$ cat src/rtl/mult_div_unit.sv
// Iterative 33-cycle MULT/MULTU/DIV/DIVU engine that owns the architectural HI/LO pair.
// Signed ops are done on magnitudes and then sign-corrected in a single FIX cycle.
module mult_div_unit #(
   parameter int WIDTH = 32
) (
   input  logic             Clk,
   input  logic             Reset,
   input  logic             Start,
   input  logic [1:0]       Op,
   input  logic [WIDTH-1:0] A,
   input  logic [WIDTH-1:0] B,
   input  logic             Flush,
   input  logic             HiWrite,
   input  logic             LoWrite,
   input  logic [WIDTH-1:0] WriteData,
   output logic             Busy,
   output logic             Done,
   output logic [WIDTH-1:0] Hi,
   output logic [WIDTH-1:0] Lo
);

   typedef enum logic [1:0] {
      S_IDLE = 2'd0,
      S_RUN  = 2'd1,
      S_FIX  = 2'd2
   } state_t;

   state_t             r_state;
   state_t             w_state_nxt;
   logic [5:0]         r_cnt;
   logic               r_busy;
   logic               r_done;
   logic [WIDTH-1:0]   r_hi;
   logic [WIDTH-1:0]   r_lo;

   logic [2*WIDTH-1:0] r_acc;
   logic [WIDTH-1:0]   r_opd;
   logic               r_is_div;
   logic               r_neg_lo;
   logic               r_neg_hi;
   logic               r_div0;

   logic               w_accept;
   logic               w_signed;
   logic [WIDTH-1:0]   w_mag_a;
   logic [WIDTH-1:0]   w_mag_b;
   logic [WIDTH:0]     w_add;
   logic [2*WIDTH-1:0] w_mul_nxt;
   logic [WIDTH:0]     w_part;
   logic               w_ge;
   logic [WIDTH-1:0]   w_sub;
   logic [2*WIDTH-1:0] w_div_nxt;
   logic [2*WIDTH-1:0] w_prod;
   logic [WIDTH-1:0]   w_quo;
   logic [WIDTH-1:0]   w_rem;
   logic [WIDTH-1:0]   w_res_hi;
   logic [WIDTH-1:0]   w_res_lo;

   function automatic logic [WIDTH-1:0] f_cneg32(input logic [WIDTH-1:0] v, input logic neg);
      return neg ? (~v + 1'b1) : v;
   endfunction

   function automatic logic [2*WIDTH-1:0] f_cneg64(input logic [2*WIDTH-1:0] v, input logic neg);
      return neg ? (~v + 1'b1) : v;
   endfunction

   assign w_accept = Start && !Flush;
   assign w_signed = ~Op[0];
   assign w_mag_a  = f_cneg32(A, w_signed & A[WIDTH-1]);
   assign w_mag_b  = f_cneg32(B, w_signed & B[WIDTH-1]);

   // Multiply step: add multiplicand into the upper half when the LSB is set, then shift right.
   assign w_add     = {1'b0, r_acc[2*WIDTH-1:WIDTH]} + {1'b0, (r_acc[0] ? r_opd : {WIDTH{1'b0}})};
   assign w_mul_nxt = {w_add, r_acc[WIDTH-1:1]};

   // Divide step: upper half is the partial remainder, lower half shifts dividend out / quotient in.
   assign w_part    = r_acc[2*WIDTH-1:WIDTH-1];
   assign w_ge      = (w_part >= {1'b0, r_opd});
   assign w_sub     = w_part[WIDTH-1:0] - r_opd;
   assign w_div_nxt = w_ge ? {w_sub, r_acc[WIDTH-2:0], 1'b1}
                           : {w_part[WIDTH-1:0], r_acc[WIDTH-2:0], 1'b0};

   assign w_prod   = f_cneg64(r_acc, r_neg_lo);
   assign w_quo    = r_div0 ? {WIDTH{1'b1}} : f_cneg32(r_acc[WIDTH-1:0], r_neg_lo);
   assign w_rem    = f_cneg32(r_acc[2*WIDTH-1:WIDTH], r_neg_hi);
   assign w_res_hi = r_is_div ? w_rem : w_prod[2*WIDTH-1:WIDTH];
   assign w_res_lo = r_is_div ? w_quo : w_prod[WIDTH-1:0];

   always_comb begin
      w_state_nxt = r_state;
      case (r_state)
         S_IDLE: if (w_accept) w_state_nxt = S_RUN;
         S_RUN: begin
            if (Flush)               w_state_nxt = S_IDLE;
            else if (r_cnt == 6'd31) w_state_nxt = S_FIX;
         end
         S_FIX:   w_state_nxt = S_IDLE;
         default: w_state_nxt = S_IDLE;
      endcase
   end

   always_ff @(posedge Clk or negedge Reset) begin
      if (!Reset) begin
         r_state <= S_IDLE;
         r_cnt   <= 6'd0;
         r_busy  <= 1'b0;
         r_done  <= 1'b0;
      end else begin
         r_state <= w_state_nxt;
         r_busy  <= (w_state_nxt != S_IDLE);
         r_done  <= (r_state == S_FIX) && !Flush;
         if (r_state == S_RUN) r_cnt <= r_cnt + 6'd1;
         else                  r_cnt <= 6'd0;
      end
   end

   // MT writes only land while idle; a FIX result overwrites any earlier MT write.
   always_ff @(posedge Clk or negedge Reset) begin
      if (!Reset) begin
         r_hi <= {WIDTH{1'b0}};
         r_lo <= {WIDTH{1'b0}};
      end else if (r_state == S_IDLE) begin
         if (HiWrite) r_hi <= WriteData;
         if (LoWrite) r_lo <= WriteData;
      end else if ((r_state == S_FIX) && !Flush) begin
         r_hi <= w_res_hi;
         r_lo <= w_res_lo;
      end
   end

   always_ff @(posedge Clk) begin
      if ((r_state == S_IDLE) && w_accept) begin
         r_is_div <= Op[1];
         r_div0   <= (B == {WIDTH{1'b0}});
         r_neg_lo <= w_signed & (A[WIDTH-1] ^ B[WIDTH-1]);
         r_neg_hi <= w_signed & A[WIDTH-1];
         r_acc    <= {{WIDTH{1'b0}}, (Op[1] ? w_mag_a : w_mag_b)};
         r_opd    <= Op[1] ? w_mag_b : w_mag_a;
      end else if (r_state == S_RUN) begin
         r_acc    <= r_is_div ? w_div_nxt : w_mul_nxt;
      end
   end

   assign Busy = r_busy;
   assign Done = r_done;
   assign Hi   = r_hi;
   assign Lo   = r_lo;

endmodule

$ cat config.mk
export PLATFORM = sky130hd
export DESIGN_NAME = mult_div_unit
export DESIGN_NICKNAME = d
export VERILOG_FILES = /design/src/rtl/mult_div_unit.sv
export SDC_FILE = /design/constraint.sdc
export NUM_CORES = 1
export LEC_CHECK = 0
export CAP_MARGIN = 40
export CORE_AREA = 2 2 195 197
export CTS_BUF_LIST = sky130_fd_sc_hd__clkbuf_4
export DETAILED_ROUTE_END_ITERATION = 7
export DIE_AREA = 0 0 197 199
export PLACE_DENSITY = 0.61
export SYNTH_ARGS = -nofsm -noshare
export SYNTH_HDL_FRONTEND = slang
export SYNTH_SLANG_ARGS = --single-unit
$ cat constraint.sdc
create_clock -name Clk -period 3.1 [get_ports Clk]
set_clock_uncertainty 0.05 [all_clocks]
set_input_delay 0.775 -clock Clk [delete_from_list [all_inputs] [get_ports Clk]]
set_output_delay 0.775 -clock Clk [all_outputs]
set_load 0.1 [all_outputs]
==> metrics.txt, run 1 <==
required time at the worst-slack endpoint 3.64 ns; violated checks setup timing; worst min-delay path class flop to flop; Post-synth EDFFs 68; Final GP Congestion 0.931; most frequent cells in the layout 404 x buf_4, 183 x nand2_1, 174 x o21ai_0; max-slew violation total from the final report 0; number of antenna-violating nets in the routed design 0; yosys warns 0; type of element launching the critical path flop; routed wire length 56,600 µm; number of global-route vias before repair 15,100; ratio of final minimum period to clock period 1.05; post-synthesis instance area 0.0147 mm²; clock net sink count 174; wire length of the first global-routing pass 84,500 µm; initial cell density of the core 0.395; GRT Residual Overflow 0; total vias in the final route 15,900; height of the die 199 µm; Max VDD drop 0.000316 V; CP endpoint kind flop; min setup slack post-route -0.158 ns; highest cell delay on the worst timing path 0.49 ns; clock tree root buffer cell clkbuf_4; Detailed Place HPWL 43,600 µm; number of I/O port buffers 169; TritonCTS clock tree yes; placed inst area 0.0190 mm²; Least-Margin Pin Slew 0.741 ns; maximum number of pins on one net before global-route repair 103; number of antenna violations at the first check in global routing 1; sequential-to-total area share from yosys stat 0.309; shortest period the worst path allows 3.26 ns; highest attainable clock frequency 307 MHz; placement row count 71; max_cap viols 0; area of all placed cells without fillers 0.0206 mm²; total nets after synthesis 1,995; Clock Latency Late Sink 0.67 ns; Num CTS Buffers 17; leading register cell type out of synthesis dfrtp_1; relative slew slack 0.505; share of async-settable or async-resettable flops after synthesis 0.425; pre-CTS worst setup slack -0.476 ns; GRT Util Overall 0.280; path type of the worst setup path flop to flop; share of layout cells above drive strength 1 0.278; most frequent standard cell in the layout excluding fill and tap cells buf_4; library cell contributing the largest single delay on the critical path a2111o_1; syn avg cell area 8.06 µm²; growth of design area from synthesis to finish 40.7%; reported leakage power 8.87 nW; final hold violation count 0; deepest clock path buffer count 2; Critical Path AT 3.80 ns; Post-Synthesis Cells 1,820; dominant delay contributor by cell family on the critical path compound AO/OA/AOI/OAI gates; violation count after the first detailed-route iteration 1,400; Avg Vias per Cell 5.74; die area 0.0392 mm²; Bufs and invs on worst path 3; biggest fanout along the worst timing path 3; detailed-router iteration count before antenna repair 5; flops & latches, synth 174; result of the run finished, violations left; die outline width 197 µm; clock transition at the register clock pins on the worst setup and hold paths after CTS 0.19 ns; unrepaired setup endpoints after global routing true; number of nets in the final layout 2,451; count of unresolved DRC violations after routing 0; WL/cell 20.5 µm; area of the core 0.0371 mm²; count of unique library cells instantiated by Yosys 79; # IOs 170; number of endpoints failing setup at the final stage 18; pwr dens 770 mW/mm²; H-tree level count 4; cell chain of the critical path inv_2 > buf_6 > ha_4 > nor2b_4 > o31a_1 > a2bb2oi_2 > a2111o_1 > a221o_1 > a211oi_2 > buf_4 > xnor2_2 > o211ai_1 > o311a_1 > nor3_1
[metrics by stage]
stage / utilization / cells / power, mW / setup TNS, ns / hold slack (ns)
5_1_grt: 0.556 / 2764 / 16.8 / -5.02 / 0.447
2_1_floorplan: - / 1820 / 9.28 / -0.0435 / 0.383
4_1_cts: 0.532 / 2745 / 14.8 / -0.794 / 0.429
3_5_place_dp: 0.511 / 2688 / 12.8 / -21.44 / 0.409
6_report: 0.556 / 2765 / 15.9 / -1.14 / 0.430
3_3_place_gp: 0.510 / 2687 / 12.7 / -18.97 / 0.399
[per-layer routing]
metal	global-route usage	part of all wire
met5	0	0
met4	0.114	0.037
met3	0.0412	0.065
met2	0.462	0.47
met1	0.368	0.43
[worst paths after layout]
path | end | start | slack [ns] | cells after the start
max in group asynchronous | Lo[19]$_DFFE_PN0P_ | Reset | 1.94 | 3
min | r_cnt[0]$_DFF_PN0_ | r_cnt[0]$_DFF_PN0_ | 0.43 | 1
min in group asynchronous | Hi[6]$_DFFE_PN0P_ | Reset | 0.47 | 2
max reg2reg | r_acc[55]$_SDFFE_PP0P_ | r_opd[1]$_DFFE_PP_ | -0.16 | 14
max | r_acc[55]$_SDFFE_PP0P_ | r_opd[1]$_DFFE_PP_ | -0.16 | 14
min reg2reg | r_cnt[0]$_DFF_PN0_ | r_cnt[0]$_DFF_PN0_ | 0.43 | 1
[area by class of cell]
cell class              instances  area, µm²
clock buffers                  18        135
well taps                     474        593
flip-flops and latches        174       4540
clock inverters                14        145
fillers                      3446      16500
multi-input cells            1489      10400
inverters                      58        223
repair buffers                536       4560
diodes                          2       5.00
[synthesized netlist by cell type, drive strengths merged (27+ instances only)]
library cell | n | area [µm²]
nand2 | 188 | 706
nor2 | 155 | 582
dfrtp | 74 | 1850
edfxtp | 68 | 2040
mux2i | 89 | 891
a21oi | 145 | 726
nand2b | 27 | 169
clkbuf | 76 | 285
inv | 58 | 218
xor2 | 72 | 631
dfxtp | 32 | 641
nand3 | 36 | 180
nor3 | 38 | 195
xnor2 | 92 | 806
a21o | 33 | 248
o211ai | 27 | 203
o21ai | 230 | 1150
ha | 69 | 863
[state kept, by name, indices dropped and copies added (netlist names)]
name      cells
r_opd        32
r_acc        64
Done          1
r_is_div      1
r_div0        1
Busy          1
r_neg_lo      1
r_neg_hi      1
r_state       2
Hi           32
Lo           32
r_cnt         6
[where the power goes]
part           internal (mW)  leakage, nW  switching [mW]  total, mW
clock                  0.439        0.152           0.997       1.44
sequential              2.92         1.81           0.460       3.38
combinational           4.64         6.91            6.43       11.1
[kinds of logic (layout without fill, tap and decap cells)]
logic type | count (synthesis) | after routing | synth area share
xor+xnor | 164 | 164 | 0.0979
flops | 174 | 174 | 0.309
fa+ha+maj | 71 | 71 | 0.0616
mux | 92 | 92 | 0.0630
compound gates | 579 | 579 | 0.235
other cells | 0 | 2 | 0
buf+inv | 157 | 626 | 0.0410
simple gates | 583 | 583 | 0.192
[timing repair]
action,4_1_cts,5_1_grt
endpoints found under the setup margin,40,64
hold buffers,1,0
pin swaps,27,78
gates resized for setup,87,162
setup buffers,24,15
hold endpoints to repair,19,0
cloned,0,5
No activity file was read; power rests on OpenSTA's default activity.
==> run 2, diff against run 1 <==
- SKIP_CTS_REPAIR_TIMING: not set -> 1
- TNS_END_PERCENT: not set -> 50
==> metrics.txt, run 2 (synthesized netlist as in run 1, its figures left out) <==
result of the run finished, violations left; violated checks setup timing; GRT Residual Overflow 0; CP endpoint kind flop; required time at the worst-slack endpoint 3.62 ns; number of nets in the final layout 2,477; ratio of final minimum period to clock period 1.08; Detailed Place HPWL 43,900 µm; maximum number of pins on one net before global-route repair 66; count of unresolved DRC violations after routing 0; net switching power 7.96 mW; fraction of power consumed by sequential logic 0.210; # IOs 170; most frequent cells in the layout 418 x buf_4, 178 x nand2_1, 166 x o21ai_0; placement row count 71; reported leakage power 9.00 nW; Max VDD drop 0.000332 V; area of all sequential standard cells 0.00454 mm²; path type of the worst setup path flop to flop; height of the die 199 µm; die outline width 197 µm; total vias in the final route 15,900; Worst Reg-to-Reg Cells 12; Num CTS Buffers 17; R2R Setup Slk -0.24 ns; clock transition at the register clock pins on the worst setup and hold paths after CTS 0.16 ns; GRT Util Overall 0.274; area of the core 0.0371 mm²; biggest fanout along the worst timing path 4; footprint of the multi-input gates 0.0106 mm²; final hold violation count 0; WL/cell 20.3 µm; area of all placed cells without fillers 0.0210 mm²; clock net sink count 174; die area 0.0392 mm²; deepest clock path buffer count 2; Final GP Congestion 0.974; top register by number of flip-flops r_acc; number of global-route vias before repair 14,900; critical register-to-register path startpoint r_acc[0]$_DFFE_PP_; clock tree root buffer cell clkbuf_4; TritonCTS clock tree yes; internal power of the cells 8.18 mW; initial cell density of the core 0.395; number of antenna violations at the first check in global routing 2; violation count after the first detailed-route iteration 1,206; max_cap viols 0; Least-Margin Pin Slew 0.974 ns; combinational power share 0.705; wire length of the first global-routing pass 82,600 µm; number of endpoints failing setup at the final stage 38; growth of design area from synthesis to finish 42.8%; number of fill cells in the layout 3,422; number of antenna-violating nets in the routed design 0; Clock Latency Late Sink 0.66 ns; detailed-router iteration count before antenna repair 6; share of layout cells above drive strength 1 0.293; Avg Vias per Cell 5.70; max-slew violation total from the final report 0; placed inst area 0.0191 mm²; sw frac 0.493; worst reg2reg endpoint Hi[13]$_DFFE_PN0P_; type of element launching the critical path flop; power share of the clock group 0.085; routed wire length 56,700 µm; capture point of the worst path Hi[13]$_DFFE_PN0P_; number of I/O port buffers 169; pwr dens 770 mW/mm²; hold_ws 0.437 ns; Setup crit start r_acc[0]$_DFFE_PP_; min setup slack post-route -0.238 ns; most frequent standard cell in the layout excluding fill and tap cells buf_4; highest attainable clock frequency 300 MHz; unrepaired setup endpoints after global routing true; relative slew slack 0.351; shortest period the worst path allows 3.34 ns; Critical Path AT 3.86 ns; number of flip-flops in the largest register 64; H-tree level count 4; worst min-delay path class flop to flop
run 2: layer usage:
layer / global-route usage / up-vias / share of wire
met2: 0.466 / 542 / 0.48
met5: 0 / - / 0.00018
li1: - / 7577 / -
met1: 0.359 / 7687 / 0.42
met4: 0.0908 / 2 / 0.032
met3: 0.0388 / 90 / 0.060
run 2: worst max-delay path, stage by stage (launching register included):
cell      delay [ns]
edfxtp_1        0.49
buf_6           0.17
or3_4           0.33
or4_4           0.52
nand4b_4        0.22
or3_4           0.44
or2_4           0.29
buf_6           0.13
o21ai_2         0.09
o21ai_1         0.08
xor2_1          0.25
nor2_1          0.08
o21ai_1         0.12
run 2: area by class of cell:
| type | count | share of cell area |
|---|---|---|
| diodes | 1 | 0.000119 |
| clock buffers | 18 | 0.00645 |
| clock inverters | 14 | 0.00639 |
| inverters | 58 | 0.0104 |
| multi-input cells | 1489 | 0.504 |
| flip-flops and latches | 174 | 0.217 |
| well taps | 474 | 0.0283 |
| repair buffers | 562 | 0.227 |
run 2: per-stage QoR:
step	util	power (mW)	std cells	setup WS [ns]	TNS, ns
after floorplan	-	9.28	1820	-0.0435	-0.0478
after global placement	0.512	12.7	2702	-0.516	-22.82
after detailed placement	0.513	12.8	2703	-0.548	-27.40
after CTS	0.520	14.2	2735	-0.581	-10.52
after global routing	0.564	17.0	2790	-0.337	-7.57
final	0.564	16.1	2790	-0.238	-3.39
run 2: worst min path at each step:
stage                       startpoint            endpoint  slack, ns  depth (start not counted)
floorplan           r_cnt[0]$_DFF_PN0_  r_cnt[0]$_DFF_PN0_       0.38                          1
global placement    r_cnt[0]$_DFF_PN0_  r_cnt[0]$_DFF_PN0_       0.41                          1
detailed placement  r_cnt[0]$_DFF_PN0_  r_cnt[0]$_DFF_PN0_       0.42                          1
CTS                              Reset      Done$_DFF_PN0_      -0.11                          1
global route                     Reset  Hi[12]$_DFFE_PN0P_       0.47                          2
finish              r_cnt[0]$_DFF_PN0_  r_cnt[0]$_DFF_PN0_       0.44                          1
run 2: power by group through the flow:
stage | clock network, mW | registers [mW] | logic (mW)
finish | 1.37 | 3.38 | 11.4
floorplan | 0 | 4.85 | 4.42
global route | 1.49 | 3.43 | 12.1
CTS | 1.40 | 3.33 | 9.50
global placement | 0 | 3.36 | 9.36
detailed placement | 0 | 3.37 | 9.45
